**config.mk**
```make
export PLATFORM = sky130hd
export DESIGN_NAME = cordic_rotate_fsm
export DESIGN_NICKNAME = d
export VERILOG_FILES = /design/src/rtl/cordic_pkg.sv /design/src/rtl/cordic_micro_rotation.sv /design/src/rtl/cordic_rotate_fsm.sv
export SDC_FILE = /design/constraint.sdc
export NUM_CORES = 1
export LEC_CHECK = 0
export BUFFER_PORTS_ARGS = -buffer_cell sky130_fd_sc_hd__buf_2
export CORE_AREA = 4 4 250 252
export DETAILED_ROUTE_END_ITERATION = 16
export DIE_AREA = 0 0 254 256
export GPL_TIMING_DRIVEN = 0
export PLACE_DENSITY_LB_ADDON = 0.12
export REMOVE_ABC_BUFFERS = 1
export SYNTH_ARGS = -nofsm -noshare
export SYNTH_HDL_FRONTEND = slang
export SYNTH_HIERARCHICAL = 1
export SYNTH_SLANG_ARGS = --single-unit
```
**constraint.sdc**
```tcl
create_clock -name clk_i -period 14.9 [get_ports clk_i]
set_clock_uncertainty 0.2 [all_clocks]
set_input_delay 1.49 -clock clk_i [delete_from_list [all_inputs] [get_ports clk_i]]
set_output_delay 1.49 -clock clk_i [all_outputs]
set_load 0.02 [all_outputs]
```
**src/rtl/cordic_pkg.sv**
```systemverilog
// Shared definitions for the rotation and vectoring CORDIC blocks:
// controller states, phase scaling constants and the arctangent table.
package cordic_pkg;

    typedef enum logic [1:0] {
        IDLE   = 2'd0,
        ROTATE = 2'd1,
        FINISH = 2'd2
    } cordic_state_e;

    localparam int CORDIC_N_ITER  = 24;
    localparam int CORDIC_W_IN    = 27;
    localparam int CORDIC_W_OUT   = 24;

    // Phase code for +pi; the full circle spans [-PI, PI].
    localparam int CORDIC_PI      = 8388607;
    localparam int CORDIC_PI_HALF = CORDIC_PI / 2;

    // Starting x pre-scaled by the CORDIC gain compensation K = 0.6072529.
    localparam int CORDIC_X_INIT  = 5094006;

    // atan(2^-i) in phase units, rounded; listed from entry 23 down to entry 0.
    localparam logic [CORDIC_N_ITER-1:0][CORDIC_W_OUT-1:0] CORDIC_ATAN_TABLE = {
        24'd0,      24'd1,      24'd1,      24'd3,
        24'd5,      24'd10,     24'd20,     24'd41,
        24'd81,     24'd163,    24'd326,    24'd652,
        24'd1304,   24'd2608,   24'd5215,   24'd10430,
        24'd20860,  24'd41718,  24'd83416,  24'd166669,
        24'd332050, 24'd654136, 24'd1238021, 24'd2097151
    };

endpackage

```
**src/rtl/cordic_micro_rotation.sv**
```systemverilog
// One CORDIC micro-rotation: rotates (x, y) by +/-atan(2^-i) in the direction
// that drives z toward zero. Purely combinational so the rotation and
// vectoring controllers can both wrap it with their own counters.
module cordic_micro_rotation #(
    parameter int XW = 26,
    parameter int ZW = 27,
    parameter int AW = 24,
    parameter int IW = 5
) (
    input  logic signed [XW-1:0] i_x,
    input  logic signed [XW-1:0] i_y,
    input  logic signed [ZW-1:0] i_z,
    input  logic        [IW-1:0] i_iter,
    input  logic signed [AW-1:0] i_angle,
    output logic signed [XW-1:0] o_x,
    output logic signed [XW-1:0] o_y,
    output logic signed [ZW-1:0] o_z
);

    logic signed [XW-1:0] w_x_shift;
    logic signed [XW-1:0] w_y_shift;
    logic signed [ZW-1:0] w_angle_ext;

    assign w_x_shift   = i_x >>> i_iter;
    assign w_y_shift   = i_y >>> i_iter;
    assign w_angle_ext = {{(ZW-AW){i_angle[AW-1]}}, i_angle};

    // Rotate counter-clockwise while the residual angle is non-negative, clockwise otherwise.
    always_comb begin
        o_x = i_x;
        o_y = i_y;
        o_z = i_z;
        if (!i_z[ZW-1]) begin
            o_x = i_x - w_y_shift;
            o_y = i_y + w_x_shift;
            o_z = i_z - w_angle_ext;
        end else begin
            o_x = i_x + w_y_shift;
            o_y = i_y - w_x_shift;
            o_z = i_z + w_angle_ext;
        end
    end

endmodule

```
**src/rtl/cordic_rotate_fsm.sv**
```systemverilog
// Iterative rotation-mode CORDIC: turns a phase code into a saturated
// sine/cosine pair, one micro-rotation per clock, N_ITER+2 cycles per result.
module cordic_rotate_fsm
    import cordic_pkg::*;
#(
    parameter int BIT_WIDTH_IN  = 27,
    parameter int BIT_WIDTH_OUT = 24,
    parameter int N_ITER        = 24,
    parameter int PI            = 8388607,
    parameter int X_INIT        = 5094006
) (
    input  logic                                 clk_i,
    input  logic                                 reset_i,
    input  logic                                 start_i,
    input  logic signed [BIT_WIDTH_IN-1:0]       phi_i,
    input  logic [N_ITER-1:0][BIT_WIDTH_OUT-1:0] angle_table,
    output logic signed [BIT_WIDTH_OUT-1:0]      sin_o,
    output logic signed [BIT_WIDTH_OUT-1:0]      cos_o,
    output logic                                 busy_o,
    output logic                                 done_o
);

    // x/y carry two guard bits so the gain overshoot near full scale cannot wrap.
    localparam int XW = BIT_WIDTH_OUT + 2;
    localparam int ZW = BIT_WIDTH_IN;
    localparam int CW = (N_ITER > 1) ? $clog2(N_ITER) : 1;

    localparam logic [CW-1:0]        LAST_ITER   = CW'(N_ITER - 1);
    localparam logic signed [ZW-1:0] PI_Z        = ZW'(PI);
    localparam logic signed [ZW-1:0] PI_HALF_Z   = ZW'(PI / 2);
    localparam logic signed [ZW-1:0] M_PI_HALF_Z = ZW'(-(PI / 2));
    localparam logic signed [XW-1:0] X_INIT_X    = XW'(X_INIT);
    localparam logic signed [XW-1:0] SAT_MAX     = XW'((2 ** (BIT_WIDTH_OUT - 1)) - 1);
    localparam logic signed [XW-1:0] SAT_MIN     = XW'(-((2 ** (BIT_WIDTH_OUT - 1)) - 1));

    cordic_state_e r_state;
    cordic_state_e w_next_state;

    logic signed [XW-1:0]            r_x;
    logic signed [XW-1:0]            r_y;
    logic signed [ZW-1:0]            r_z;
    logic                            r_neg;
    logic [CW-1:0]                   r_cnt;
    logic signed [BIT_WIDTH_OUT-1:0] r_sin;
    logic signed [BIT_WIDTH_OUT-1:0] r_cos;
    logic                            r_done;

    logic signed [XW-1:0]            w_x_rot;
    logic signed [XW-1:0]            w_y_rot;
    logic signed [ZW-1:0]            w_z_rot;
    logic signed [ZW-1:0]            w_z_pre;
    logic                            w_neg_pre;
    logic signed [XW-1:0]            w_x_fin;
    logic signed [XW-1:0]            w_y_fin;
    logic signed [BIT_WIDTH_OUT-1:0] w_cos_sat;
    logic signed [BIT_WIDTH_OUT-1:0] w_sin_sat;
    logic signed [BIT_WIDTH_OUT-1:0] w_angle;
    logic                            w_busy;

    // Clamp a guard-bit value symmetrically into the output range.
    function automatic logic signed [BIT_WIDTH_OUT-1:0] saturate(input logic signed [XW-1:0] v);
        if (v > SAT_MAX) begin
            return SAT_MAX[BIT_WIDTH_OUT-1:0];
        end else if (v < SAT_MIN) begin
            return SAT_MIN[BIT_WIDTH_OUT-1:0];
        end else begin
            return v[BIT_WIDTH_OUT-1:0];
        end
    endfunction

    assign w_angle = angle_table[r_cnt];

    cordic_micro_rotation #(
        .XW (XW),
        .ZW (ZW),
        .AW (BIT_WIDTH_OUT),
        .IW (CW)
    ) u_micro (
        .i_x     (r_x),
        .i_y     (r_y),
        .i_z     (r_z),
        .i_iter  (r_cnt),
        .i_angle (w_angle),
        .o_x     (w_x_rot),
        .o_y     (w_y_rot),
        .o_z     (w_z_rot)
    );

    // Fold phases outside [-pi/2, pi/2] by pi; the result is negated at the end.
    always_comb begin
        w_z_pre   = phi_i;
        w_neg_pre = 1'b0;
        if (phi_i > PI_HALF_Z) begin
            w_z_pre   = phi_i - PI_Z;
            w_neg_pre = 1'b1;
        end else if (phi_i < M_PI_HALF_Z) begin
            w_z_pre   = phi_i + PI_Z;
            w_neg_pre = 1'b1;
        end
    end

    // Undo the quadrant fold, then clamp to the symmetric output range.
    always_comb begin
        w_x_fin = r_x;
        w_y_fin = r_y;
        if (r_neg) begin
            w_x_fin = -r_x;
            w_y_fin = -r_y;
        end
        w_cos_sat = saturate(w_x_fin);
        w_sin_sat = saturate(w_y_fin);
    end

    // Controller state register.
    always_ff @(posedge clk_i) begin
        if (reset_i) begin
            r_state <= IDLE;
        end else begin
            r_state <= w_next_state;
        end
    end

    // Next-state and busy decode; start is only looked at while idle.
    always_comb begin
        w_next_state = r_state;
        w_busy       = 1'b0;
        case (r_state)
            IDLE: begin
                if (start_i) begin
                    w_next_state = ROTATE;
                end
            end
            ROTATE: begin
                w_busy = 1'b1;
                if (r_cnt == LAST_ITER) begin
                    w_next_state = FINISH;
                end
            end
            FINISH: begin
                w_busy       = 1'b1;
                w_next_state = IDLE;
            end
            default: begin
                w_next_state = IDLE;
            end
        endcase
    end

    // Datapath: load on start, one micro-rotation per ROTATE cycle, publish in FINISH.
    always_ff @(posedge clk_i) begin
        if (reset_i) begin
            r_x    <= '0;
            r_y    <= '0;
            r_z    <= '0;
            r_neg  <= 1'b0;
            r_cnt  <= '0;
            r_sin  <= '0;
            r_cos  <= '0;
            r_done <= 1'b0;
        end else begin
            r_done <= 1'b0;
            case (r_state)
                IDLE: begin
                    if (start_i) begin
                        r_x   <= X_INIT_X;
                        r_y   <= '0;
                        r_z   <= w_z_pre;
                        r_neg <= w_neg_pre;
                        r_cnt <= '0;
                    end
                end
                ROTATE: begin
                    r_x   <= w_x_rot;
                    r_y   <= w_y_rot;
                    r_z   <= w_z_rot;
                    r_cnt <= (r_cnt == LAST_ITER) ? '0 : r_cnt + 1'b1;
                end
                FINISH: begin
                    r_cos  <= w_cos_sat;
                    r_sin  <= w_sin_sat;
                    r_done <= 1'b1;
                end
                default: begin
                end
            endcase
        end
    end

    assign sin_o  = r_sin;
    assign cos_o  = r_cos;
    assign done_o = r_done;
    assign busy_o = w_busy;

endmodule
```
==> results.py <==
metrics = {
    "clocking": {
        "cts_buffers": 17,
        "clock_sink_count": 136,
        "cts_tree": "built",
        "cts_resized": 0,
        "cts_setup_buffers": 0,
        "ctsHtreeMaxLevel": 4,
        "clockRootBuffer": "clkbuf_16",
        "post_cts_hold_buffer_count": 0,
        "insertion_delay_ns": 0.46,
        "cts.path.max_buffers": 2,
        "cts.clk_slew.worst_paths_ns": 0.07,
    },
    "sta": {
        "hold_viol_final": 0,
        "setup_viol": 0,
        "grt_setup_unrepaired": "no",
        "final_max_slew_viol_count": 0,
        "finalCritPeriodShare": 0.509,
        "setup_total_negative_slack_ns": 0,
        "fmax_ghz": 0.132,
        "worstMarginPinSlew_ns": 1.32,
        "setup_ws_ns": 7.32,
        "final_period_minus_worst_setup_slack_ns": 7.58,
        "relSlewSlack": 0.115,
    },
    "worst_setup_path": {
        "worstSetupEndpointType": "flop",
        "cp_top_family": "simple AND/OR/NAND/NOR gates",
        "worstPathRequired_ns": 15.09,
        "cp-start-kind": "flop",
        "critical_path_data_arrival_time_ns": 7.77,
        "timing.critical_path.slowest_stage_cell": "dfxtp_4",
        "worst_setup_path_startpoint": "r_cnt[0]$_SDFFE_PP0P_",
        "r2r-start": "r_cnt[0]$_SDFFE_PP0P_",
        "r2r_setup_slack_ns": 7.32,
        "critPathKind": "reg2reg",
        "critical_path.max_fanout": 43,
        "critical_path.n_buffers_inverters": 3,
        "cpMostUsedCell": "nor3_1",
        "max_stage_delay_ns": 0.68,
    },
    "drt": {
        "via_count": 23200,
        "drt-total-wl_um": 97300,
        "drcViolationCount": 0,
        "initialDrtViolationCount": 1974,
        "drt_pass1_iterations": 8,
        "ant_nets": 0,
        "number_of_vias_per_cell": 6.08,
        "route.detailed.wl_per_inst_um": 25.5,
    },
    "place": {
        "place_worst_setup_slack_ns": 7.12,
        "io_buffer_count": 655,
        "place_congestion": 1.03,
        "hpwlAfterDp_um": 78800,
    },
    "layout": {
        "num-nets-final": 3702,
        "post_route_cells_drive_above_1_share": 0.340,
        "final_common_cell": "buf_2",
        "flow.area_growth_from_synthesis_pct": 21.1,
        "leading_cell_types_in_the_layout_fill_and_taps_excluded": "buf_2 (654), nor2_1 (240), mux4_2 (212), nand2_1 (167), a21oi_1 (148)",
    },
    "power": {
        "power.density_cell_area_nw_per_um2": 123,
        "ir_worst_vdd_v": 0.0000860,
        "p_leak_nw": 10.5,
    },
    "synth": {
        "synth.yosys.warnings": 6,
        "postSynthAreaPerCell_um2": 8.61,
        "async_set_reset_flop_share_out_of_synthesis": 0,
        "most_instantiated_flip_flop_cell_in_the_synthesis_netlist": "dfxtp_1",
        "number_of_different_library_cells_in_the_post_synthesis_netlist": 117,
        "post_synth_inst_count": 2506,
        "synth.yosys.seq_area_share": 0.126,
        "synth-edff-count": 0,
        "synth_area_um2": 21600,
        "postSynthRegisterBits": 136,
    },
    "floorplanning": {
        "placeableCoreArea_um2": 60100,
        "initial_utilization": 0.359,
        "die-width_um": 254,
        "die_area_um2": 65000,
        "rows": 90,
        "die_y_um": 256,
        "floorplan.io_pins": 656,
    },
    "min_path": {
        "hold_removal_path_class": "reg2reg",
        "worst_hold_startpoint": "sin_o[16]$_SDFFE_PP0P_",
    },
    "global_routing": {
        "antenna_violations_before_repair": 36,
        "grt_first_pass_wirelength_um": 144000,
        "grtUsageTotal": 0.287,
        "grt_overflow_total": 0,
        "first_global_vias": 22800,
        "pin_count_of_the_biggest_net_entering_global_routing": 75,
    },
    "outcome": {
        "outcome": "finished clean",
    },
    "job": {
        "maxCapViolations": 0,
    },
}
registers in the layout, indices dropped and copies added (netlist names):
signal / flops
cos_o: 24
done_o: 1
r_cnt: 5
r_neg: 1
r_state: 2
r_x: 26
r_y: 26
r_z: 27
sin_o: 24
worst paths after layout:
check	end	cells past startpoint
setup / recovery	r_z[25]$_SDFFE_PP0P_	28
hold / removal	sin_o[16]$_SDFFE_PP0P_	2
setup reg to reg	r_z[25]$_SDFFE_PP0P_	28
hold reg to reg	sin_o[16]$_SDFFE_PP0P_	2
worst reg2reg max path: cells and delay by family (launching register included):
| kind | cells | cell delay [ns] |
|---|---|---|
| AND/OR/NAND/NOR | 12 | 2.77 |
| flip-flops | 1 | 0.68 |
| adder cells (fa/ha/maj) | 1 | 0.32 |
| XOR/XNOR | 2 | 0.36 |
| buffers and inverters | 3 | 0.71 |
| AO/OA/AOI/OAI | 8 | 1.39 |
| multiplexers | 2 | 1.06 |
report_power, final:
part | internal, mW | leakage, nW | switching (mW) | total (mW)
Combinational | 0.976 | 9.08 | 1.21 | 2.19
Sequential | 0.429 | 1.12 | 0.146 | 0.576
Clock | 0.257 | 0.291 | 0.192 | 0.449
Total | 1.66 | 10.5 | 1.55 | 3.21
through the flow:
step / hold WS [ns] / total power, mW / instance area [um^2] / std cells / utilization
2_1_floorplan: 0.258 / 2.18 / 20700 / 2308 / -
3_3_place_gp: 0.259 / 2.72 / 24900 / 3745 / 0.415
3_5_place_dp: 0.270 / 2.74 / 25500 / 3768 / 0.424
4_1_cts: 0.283 / 3.21 / 26100 / 3800 / 0.434
5_1_grt: 0.297 / 3.46 / 26100 / 3807 / 0.434
6_report: 0.282 / 3.21 / 26100 / 3815 / 0.435
final cells by class:
class | instances | area, um^2
clock inverters | 13 | 140
inverters | 89 | 334
well taps | 782 | 978
diodes | 15 | 37.5
repair buffers | 678 | 3790
flip-flops and latches | 136 | 2740
fillers | 6063 | 34000
clock buffers | 19 | 453
multi-input cells | 2083 | 17700
cell families after synthesis:
kind of cell | Yosys count | share of synthesized area
flip-flops | 136 | 0.126
AO/OA/AOI/OAI | 728 | 0.234
adder cells (fa/ha/maj) | 91 | 0.0538
multiplexers | 321 | 0.275
AND/OR/NAND/NOR | 746 | 0.174
XOR/XNOR | 197 | 0.0803
buffers and inverters | 287 | 0.0577
cell usage after synthesis (all sizes together) (7+ instances only):
cell,number,share of area
nor2,240,0.042
mux4,213,0.22
nand2,167,0.029
a21oi,159,0.039
dfxtp,136,0.13
clkbuf,127,0.022
o21ai,115,0.027
xnor2,103,0.042
xor2,94,0.038
ha,88,0.051
inv,87,0.015
mux2i,81,0.038
buf,71,0.020
nor3,69,0.016
a211oi,53,0.019
o22ai,49,0.014
a22oi,48,0.017
a31oi,47,0.014
a21o,46,0.016
nand2b,33,0.0096
nand3,32,0.0074
o211ai,28,0.010
mux2,27,0.014
nor4,26,0.0098
nor2b,25,0.0072
or3,23,0.0067
o21a,22,0.0077
or4,21,0.0078
or2,18,0.0053
and3,17,0.0049
nand4,17,0.0049
o31ai,16,0.0062
a211o,15,0.0061
and2,15,0.0043
nand3b,14,0.0049
o41ai,11,0.0048
a32oi,10,0.0044
o2bb2ai,9,0.0037
a2111oi,8,0.0035
a221oi,8,0.0035
nand4b,7,0.0031
per-layer routing:
| layer | vias to the layer above | global-route usage | share of wire |
|---|---|---|---|
| li1 | 10700 | - | - |
| met1 | 11400 | 0.385 | 0.42 |
| met2 | 903 | 0.495 | 0.50 |
| met3 | 140 | 0.0334 | 0.064 |
| met4 | 12 | 0.0637 | 0.019 |
| met5 | - | 0 | 0.00084 |
(Power assumes the default switching activity.)
